**src/rtl/daq_chan_fifo_writer.sv**
```systemverilog
// ============================================================================
// daq_chan_fifo_writer
// ----------------------------------------------------------------------------
// Write-side controller for the per-channel sample FIFOs of the DAQ path.
// Each accepted trigger (L1A) captures SAMP_MAX+1 consecutive ADC sample sets.
// Every channel FIFO is written in parallel with its lane of ADC_DIN. The block
// counts the complete events held in the FIFOs. RDY tells the readout
// sequencer that an event is available, and the sequencer's EVT_DONE pulse
// releases one event. A JTAG direct-write mode bypasses the capture machine
// so the FIFOs can be loaded by hand.
//
// Build option:
//   DAQ_TRIG_QUEUE_EN  defined   -> up to 7 pending triggers are queued;
//                                   an L1A with the queue full is dropped.
//                      undefined -> one trigger at a time; an L1A outside
//                                   IDLE, with one already pending, or with
//                                   the event store full is dropped.
//   Any dropped L1A sets the sticky OVFL flag.
//
// Ports:
//   CLK        in   system clock, rising edge
//   RST        in   synchronous, active-low reset
//   JTAG_MODE  in   1 = direct-write mode, capture machine held idle
//   WR_FIFO    in   write strobe to all channels in JTAG mode
//   L1A        in   trigger, one-cycle pulse
//   SAMP_MAX   in   samples per event minus one
//   ADC_VALID  in   one strobe per new sample set on ADC_DIN
//   ADC_DIN    in   channel n occupies bits [DW*n +: DW]
//   EVT_DONE   in   reader finished one event (one-cycle pulse)
//   WR_ENA     out  channel FIFO write enables (all bits identical)
//   DOUT       out  registered write data to the channel FIFOs
//   RDY        out  at least one complete event is stored
//   EVT_CNT    out  number of complete events stored
//   OVFL       out  sticky: an L1A was dropped
// ============================================================================
module daq_chan_fifo_writer #(
  parameter int NCHAN   = 16,
  parameter int DW      = 12,
  parameter int MAX_EVT = 8
) (
  input  logic                CLK,
  input  logic                RST,
  input  logic                JTAG_MODE,
  input  logic                WR_FIFO,
  input  logic                L1A,
  input  logic [6:0]          SAMP_MAX,
  input  logic                ADC_VALID,
  input  logic [NCHAN*DW-1:0] ADC_DIN,
  input  logic                EVT_DONE,
  output logic [NCHAN-1:0]    WR_ENA,
  output logic [NCHAN*DW-1:0] DOUT,
  output logic                RDY,
  output logic [3:0]          EVT_CNT,
  output logic                OVFL
);

  // --------------------------------------------------------------------------
  // Capture state machine encoding
  // --------------------------------------------------------------------------
  localparam logic [1:0] ST_IDLE = 2'd0;  // waiting for a pending trigger
  localparam logic [1:0] ST_WAIT = 2'd1;  // trigger armed, waiting for sample 0
  localparam logic [1:0] ST_CAPT = 2'd2;  // writing samples 1..SAMP_MAX
  localparam logic [1:0] ST_DONE = 2'd3;  // one-cycle event bookkeeping

  // Width of the pending-trigger counter depends on the queueing option.
`ifdef DAQ_TRIG_QUEUE_EN
  localparam int PW = 3;
`else
  localparam int PW = 1;
`endif

  localparam logic [3:0] MAX_EVT_C = 4'(MAX_EVT);

  // --------------------------------------------------------------------------
  // Control state
  // --------------------------------------------------------------------------
  logic [1:0]    state_reg;
  logic [1:0]    state_next;
  logic [PW-1:0] pend_reg;
  logic [PW-1:0] pend_next;
  logic [6:0]    samp_reg;
  logic [6:0]    samp_next;
  logic [3:0]    evt_cnt_reg;
  logic [3:0]    evt_cnt_next;
  logic          ovfl_reg;
  logic          ovfl_next;

  // Per-cycle decisions
  logic          wr_next;     // pulse WR_ENA next cycle
  logic          load_next;   // capture ADC_DIN into DOUT next cycle
  logic          l1a_acc;     // this L1A is counted in the pending counter
  logic          pend_dec;    // a pending trigger is consumed this cycle
  logic          evt_inc;     // a complete event is committed this cycle
  logic          evt_dec;     // the reader releases an event this cycle
  logic          evt_full;    // event store cannot take another event

  // The store is full once MAX_EVT events are held. The >= compare also keeps
  // the machine blocked if the count were ever to read above the limit.
  assign evt_full = (evt_cnt_reg >= MAX_EVT_C);

  // --------------------------------------------------------------------------
  // Trigger acceptance
  // --------------------------------------------------------------------------
`ifdef DAQ_TRIG_QUEUE_EN
  // Queue mode: any L1A is counted unless the 3-bit queue is saturated.
  // Full-queue detection uses the registered count, so a trigger consumed in
  // the same cycle does not make room for it.
  assign l1a_acc = L1A && (pend_reg != {PW{1'b1}});
`else
  // Single-trigger mode: only an idle machine with nothing pending and room
  // for one more event takes a trigger. Everything else is an overflow.
  assign l1a_acc = L1A && (state_reg == ST_IDLE) && (pend_reg == '0) && !evt_full;
`endif

  // --------------------------------------------------------------------------
  // Next-state logic
  // --------------------------------------------------------------------------
  always_comb begin
    state_next = state_reg;
    samp_next  = samp_reg;
    pend_dec   = 1'b0;
    evt_inc    = 1'b0;
    wr_next    = 1'b0;

    case (state_reg)
      ST_IDLE: begin
        // A trigger arriving this cycle is included so an idle machine arms
        // one cycle after the L1A. A full event store keeps the trigger
        // pending in the counter until the reader frees a slot.
        if (((pend_reg != '0) || l1a_acc) && !evt_full) begin
          state_next = ST_WAIT;
        end
      end

      ST_WAIT: begin
        // The first valid sample after arming is sample 0 of the event. It
        // consumes the pending trigger.
        if (ADC_VALID) begin
          wr_next   = 1'b1;
          pend_dec  = 1'b1;
          samp_next = 7'd1;
          if (SAMP_MAX == 7'd0) begin
            state_next = ST_DONE;   // one-sample event
          end else begin
            state_next = ST_CAPT;
          end
        end
      end

      ST_CAPT: begin
        if (ADC_VALID) begin
          wr_next = 1'b1;
          // >= rather than == so that a SAMP_MAX lowered mid-event still
          // terminates the event instead of running until the counter wraps.
          if (samp_reg >= SAMP_MAX) begin
            state_next = ST_DONE;
          end else begin
            samp_next = samp_reg + 7'd1;
          end
        end
      end

      ST_DONE: begin
        // Samples arriving here are deliberately ignored; the next event
        // cannot start before the machine passes through IDLE.
        evt_inc    = 1'b1;
        samp_next  = 7'd0;
        state_next = ST_IDLE;
      end

      default: begin
        state_next = ST_IDLE;
      end
    endcase

    // A done pulse with nothing stored is meaningless and is dropped. That
    // test is made before netting against a concurrent commit.
    evt_dec = EVT_DONE && (evt_cnt_reg != 4'd0);

    pend_next    = pend_reg + PW'(l1a_acc) - PW'(pend_dec);
    evt_cnt_next = evt_cnt_reg + 4'(evt_inc) - 4'(evt_dec);
    ovfl_next    = ovfl_reg | (L1A && !l1a_acc);
    load_next    = wr_next;

    // JTAG direct-write mode overrides the capture path entirely. Any partial
    // event is abandoned without being counted, and the samples already
    // written stay in the FIFOs. L1A is not an overflow here because
    // triggers are not expected in this mode.
    if (JTAG_MODE) begin
      state_next   = ST_IDLE;
      pend_next    = '0;
      samp_next    = 7'd0;
      evt_cnt_next = evt_cnt_reg;
      ovfl_next    = ovfl_reg;
      wr_next      = WR_FIFO;
      load_next    = 1'b1;
    end
  end

  // --------------------------------------------------------------------------
  // Control registers
  // --------------------------------------------------------------------------
  always_ff @(posedge CLK) begin
    if (!RST) begin
      state_reg   <= ST_IDLE;
      pend_reg    <= '0;
      samp_reg    <= 7'd0;
      evt_cnt_reg <= 4'd0;
      ovfl_reg    <= 1'b0;
    end else begin
      state_reg   <= state_next;
      pend_reg    <= pend_next;
      samp_reg    <= samp_next;
      evt_cnt_reg <= evt_cnt_next;
      ovfl_reg    <= ovfl_next;
    end
  end

  // --------------------------------------------------------------------------
  // Per-channel write lanes
  // Each channel has its own data register and write-enable flop. All lanes
  // share the same load/enable decision, so the enables are identical. The
  // per-lane replication lets the placer keep each lane next to its FIFO.
  // --------------------------------------------------------------------------
  logic [DW-1:0] dout_reg [NCHAN];
  logic          wr_ena_reg [NCHAN];

  generate
    for (genvar gi = 0; gi < NCHAN; gi++) begin : g_lane
      always_ff @(posedge CLK) begin
        if (!RST) begin
          dout_reg[gi]   <= '0;
          wr_ena_reg[gi] <= 1'b0;
        end else begin
          wr_ena_reg[gi] <= wr_next;
          if (load_next) begin
            dout_reg[gi] <= ADC_DIN[gi*DW +: DW];
          end
        end
      end

      assign DOUT[gi*DW +: DW] = dout_reg[gi];
      assign WR_ENA[gi]        = wr_ena_reg[gi];
    end
  endgenerate

  // --------------------------------------------------------------------------
  // Status outputs
  // --------------------------------------------------------------------------
  assign EVT_CNT = evt_cnt_reg;
  assign RDY     = (evt_cnt_reg != 4'd0);
  assign OVFL    = ovfl_reg;

endmodule

```
**config.mk**
```make
export PLATFORM = sky130hd
export DESIGN_NAME = daq_chan_fifo_writer
export DESIGN_NICKNAME = d
export VERILOG_FILES = /design/src/rtl/daq_chan_fifo_writer.sv
export SDC_FILE = /design/constraint.sdc
export NUM_CORES = 1
export LEC_CHECK = 0
export ABC_AREA = 0
export ABC_CLOCK_PERIOD_IN_PS = 18800
export CAP_MARGIN = 20
export CORE_AREA = 2 2 165 167
export DETAILED_ROUTE_END_ITERATION = 8
export DIE_AREA = 0 0 167 169
export PLACE_DENSITY = 0.65
export SLEW_MARGIN = 20
export SYNTH_ARGS = -nofsm -noshare
export SYNTH_HDL_FRONTEND = slang
export SYNTH_SLANG_ARGS = --single-unit
```
**constraint.sdc**
```tcl
create_clock -name CLK -period 18.8 [get_ports CLK]
set_clock_uncertainty 0.05 [all_clocks]
set_input_delay 3.76 -clock CLK [delete_from_list [all_inputs] [get_ports CLK]]
set_output_delay 3.76 -clock CLK [all_outputs]
set_load 0.02 [all_outputs]
```
==> impl_metrics.ini <==
[synthesis]
synth_commonest_cells = and2_1, edfxtp_1, clkbuf_1
synthCells = 574
synthArstFlopShare_pct = 0
syn-mean-instance-area_um2 = 14.8
synth_edf_count = 192
yosysWarningCount = 0
ys_types = 43
ys_seq_elements = 209
synthesis.nets = 800
synth.area.top_cells = edfxtp_1, and2_1, dfxtp_1
yosysMostFrequentCell = and2_1
syn_area_mm2 = 0.00850
dominantRegCellSynth = edfxtp_1
synth_top_cell_area_share_pct = 67.9
synth_seq_area_share_pct = 71.9
synth_top_area_cell = edfxtp_1

[sta]
fmax_mhz = 157
fin_crit_sh_pct = 33.9
rsz0062_at_grt = no
whs_ns = 0.469
worst_slack_ns = 12.43
finalCriticalPeriod_ns = 6.37
finalSetupViolations = 0
slew_violations = 0
slew_headroom_pct = 32.0
setup_tns_ns = 0
hold_viol = 0
tightest_slew_ns = 1.02

[clocking]
cts_made_buffers = 24
clockBufferDepth = 3
clkLatencyLatePin_ns = 0.50
cts_max_level = 1
clkSlewWorstSetupHoldPaths_ns = 0.06
cts_tree = built
post_cts_buffers = 0
cts.repair.resized = 0
cts_hold_buf = 0
clock-sinks = 209
cts_root_buf = clkbuf_16

[routing]
final_antenna_net_count = 0
drc = 0
avgRoutedWirePerCell_um = 18.2
vias = 5887
routed_wl_um = 24500
vias_per_cell = 4.38
first_iter_violations = 528
dr.pass1.iters = 4

[layout]
area_delta_synth_final_pct = 61.3
fin_nets = 1211
layout-drive-gt1-share_pct = 4.29
largest_reg_flops = 192

[global_routing]
antenna_found_initial = 3
grt_remaining_overflow = 0
grt_max_degree = 77
grt_pass1_wl_um = 35300
grt_util_all_layers_pct = 16.3
grt_pass1_vias = 5907

[floorplan]
io_pins = 420
dieArea_mm2 = 0.0282
rows = 60
coreArea_mm2 = 0.0265
fp.dieH_um = 169
start_util_pct = 32.1
die_w_um = 167

[critical_path]
cp-end-kind = flip-flop
timing.critical_path.from = RST
ff2ff_setup_slack_ns = 15.69
r2r-end = dout_reg[0][13]
criticalPathCategory = in -> reg
reg2reg_depth = 5
required_ns = 18.88
worstPathArrival_ns = 6.45
path_max_fanout = 75
startpoint_type = input pin
r2r-start = state_reg[0]

[power_and_ir_drop]
combPwrFrac_pct = 23.8
clkPwrFrac_pct = 32.4
finalPower_w = 0.00133
p_int_w = 0.000982
powerDensity_mw_per_mm2 = 97.2
ir_drop_v = 0.0000691
switchingPower_w = 0.000350
swShare_pct = 26.3
power.share.sequential_pct = 43.8
p_leak_nw = 5.23

[worst_hold_path]
min_from = samp_reg[6]
min_path_cells = 2
hold_path_class = reg -> reg
holdPathEnd = samp_reg[6]

[place]
io_buffer_count = 419
place_ws_ns = 11.54
gp_congestion = 0.839
dpl.hpwl_um = 18200

[status]
status = finished, final reports clean

[flow_run]
maxCapViolCount = 0
==> cell type report <==
cell class,count,area [µm²]
Inverter,18,67.6
Fill cell,2319,12800
Clock inverter,11,70.1
Multi-Input combinational cell,308,2130
Clock buffer,32,652
Sequential cell,209,6110
Timing Repair Buffer,424,4250
Antenna cell,1,2.50
Tap cell,341,427
==> power by group through the flow <==
stage                     registers, W  logic [W]  clock network, W
after floorplan               0.000663  0.0000843                 0
after global placement        0.000592   0.000316                 0
after global routing          0.000589   0.000336          0.000460
after detailed placement      0.000594   0.000318                 0
after CTS                     0.000584   0.000320          0.000443
final                         0.000584   0.000317          0.000432
==> per-layer routing <==
| metal | track usage [%] | vias up | part of all wire [%] |
|---|---|---|---|
| li1 | - | 2814 | - |
| met1 | 19.0 | 2783 | 38 |
| met3 | 4.63 | 43 | 8.5 |
| met4 | 4.12 | 2 | 2.1 |
| met2 | 29.4 | 245 | 52 |
| met5 | 0 | - | 0.053 |
==> cell usage in the layout, fill, tap and decap left out, drive strengths merged, types with 2 or more instances in the layout <==
cell	count
nor2	5
o21ai	6
or4	2
edfxtp	192
a31oi	6
nor2b	4
o21a	3
mux2i	4
nand4	4
ha	19
a21o	2
clkdlybuf4s50	419
dfxtp	17
nand3	10
nand2	17
and3	2
clkinv	10
inv	18
clkbuf	32
nor4	3
buf	5
and2	198
a21oi	3
a211o	3
xnor2	2
==> stage by stage <==
stage	instances	util, %	cell area (µm²)
2_1_floorplan	574	-	8500
3_3_place_gp	1299	48.9	13000
3_5_place_dp	1299	48.9	13000
4_1_cts	1342	51.6	13700
5_1_grt	1343	51.7	13700
6_report	1344	51.7	13700
==> kinds of logic (layout without fill, tap and decap cells) <==
kind of cell	count (synthesis)	in the layout	share of synthesized area [%]
compound gates	31	31	3.15
xor+xnor	3	3	0.309
fa+ha+maj	20	20	3.03
buf+inv	57	485	3.31
flops	209	209	71.9
mux	4	4	0.471
other cells	0	1	0
simple gates	250	250	17.8
==> worst max-delay path by stage <==
stage | cells after the start | slack [ns] | endpoint
finish | 4 | 12.43 | dout_reg[0][13]
global route | 4 | 12.18 | dout_reg[0][17]
CTS | 6 | 12.06 | dout_reg[7][18]
detailed placement | 6 | 11.54 | dout_reg[7][18]
global placement | 6 | 11.65 | dout_reg[7][14]
floorplan | 4 | 9.93 | dout_reg[0][0]
==> critical path, cell delays in order <==
cell and delay (ns):
clkdlybuf4s50_1 0.59, nor2b_1 0.64, nand2_4 0.73, buf_4 0.68
(Power assumes the default switching activity.)
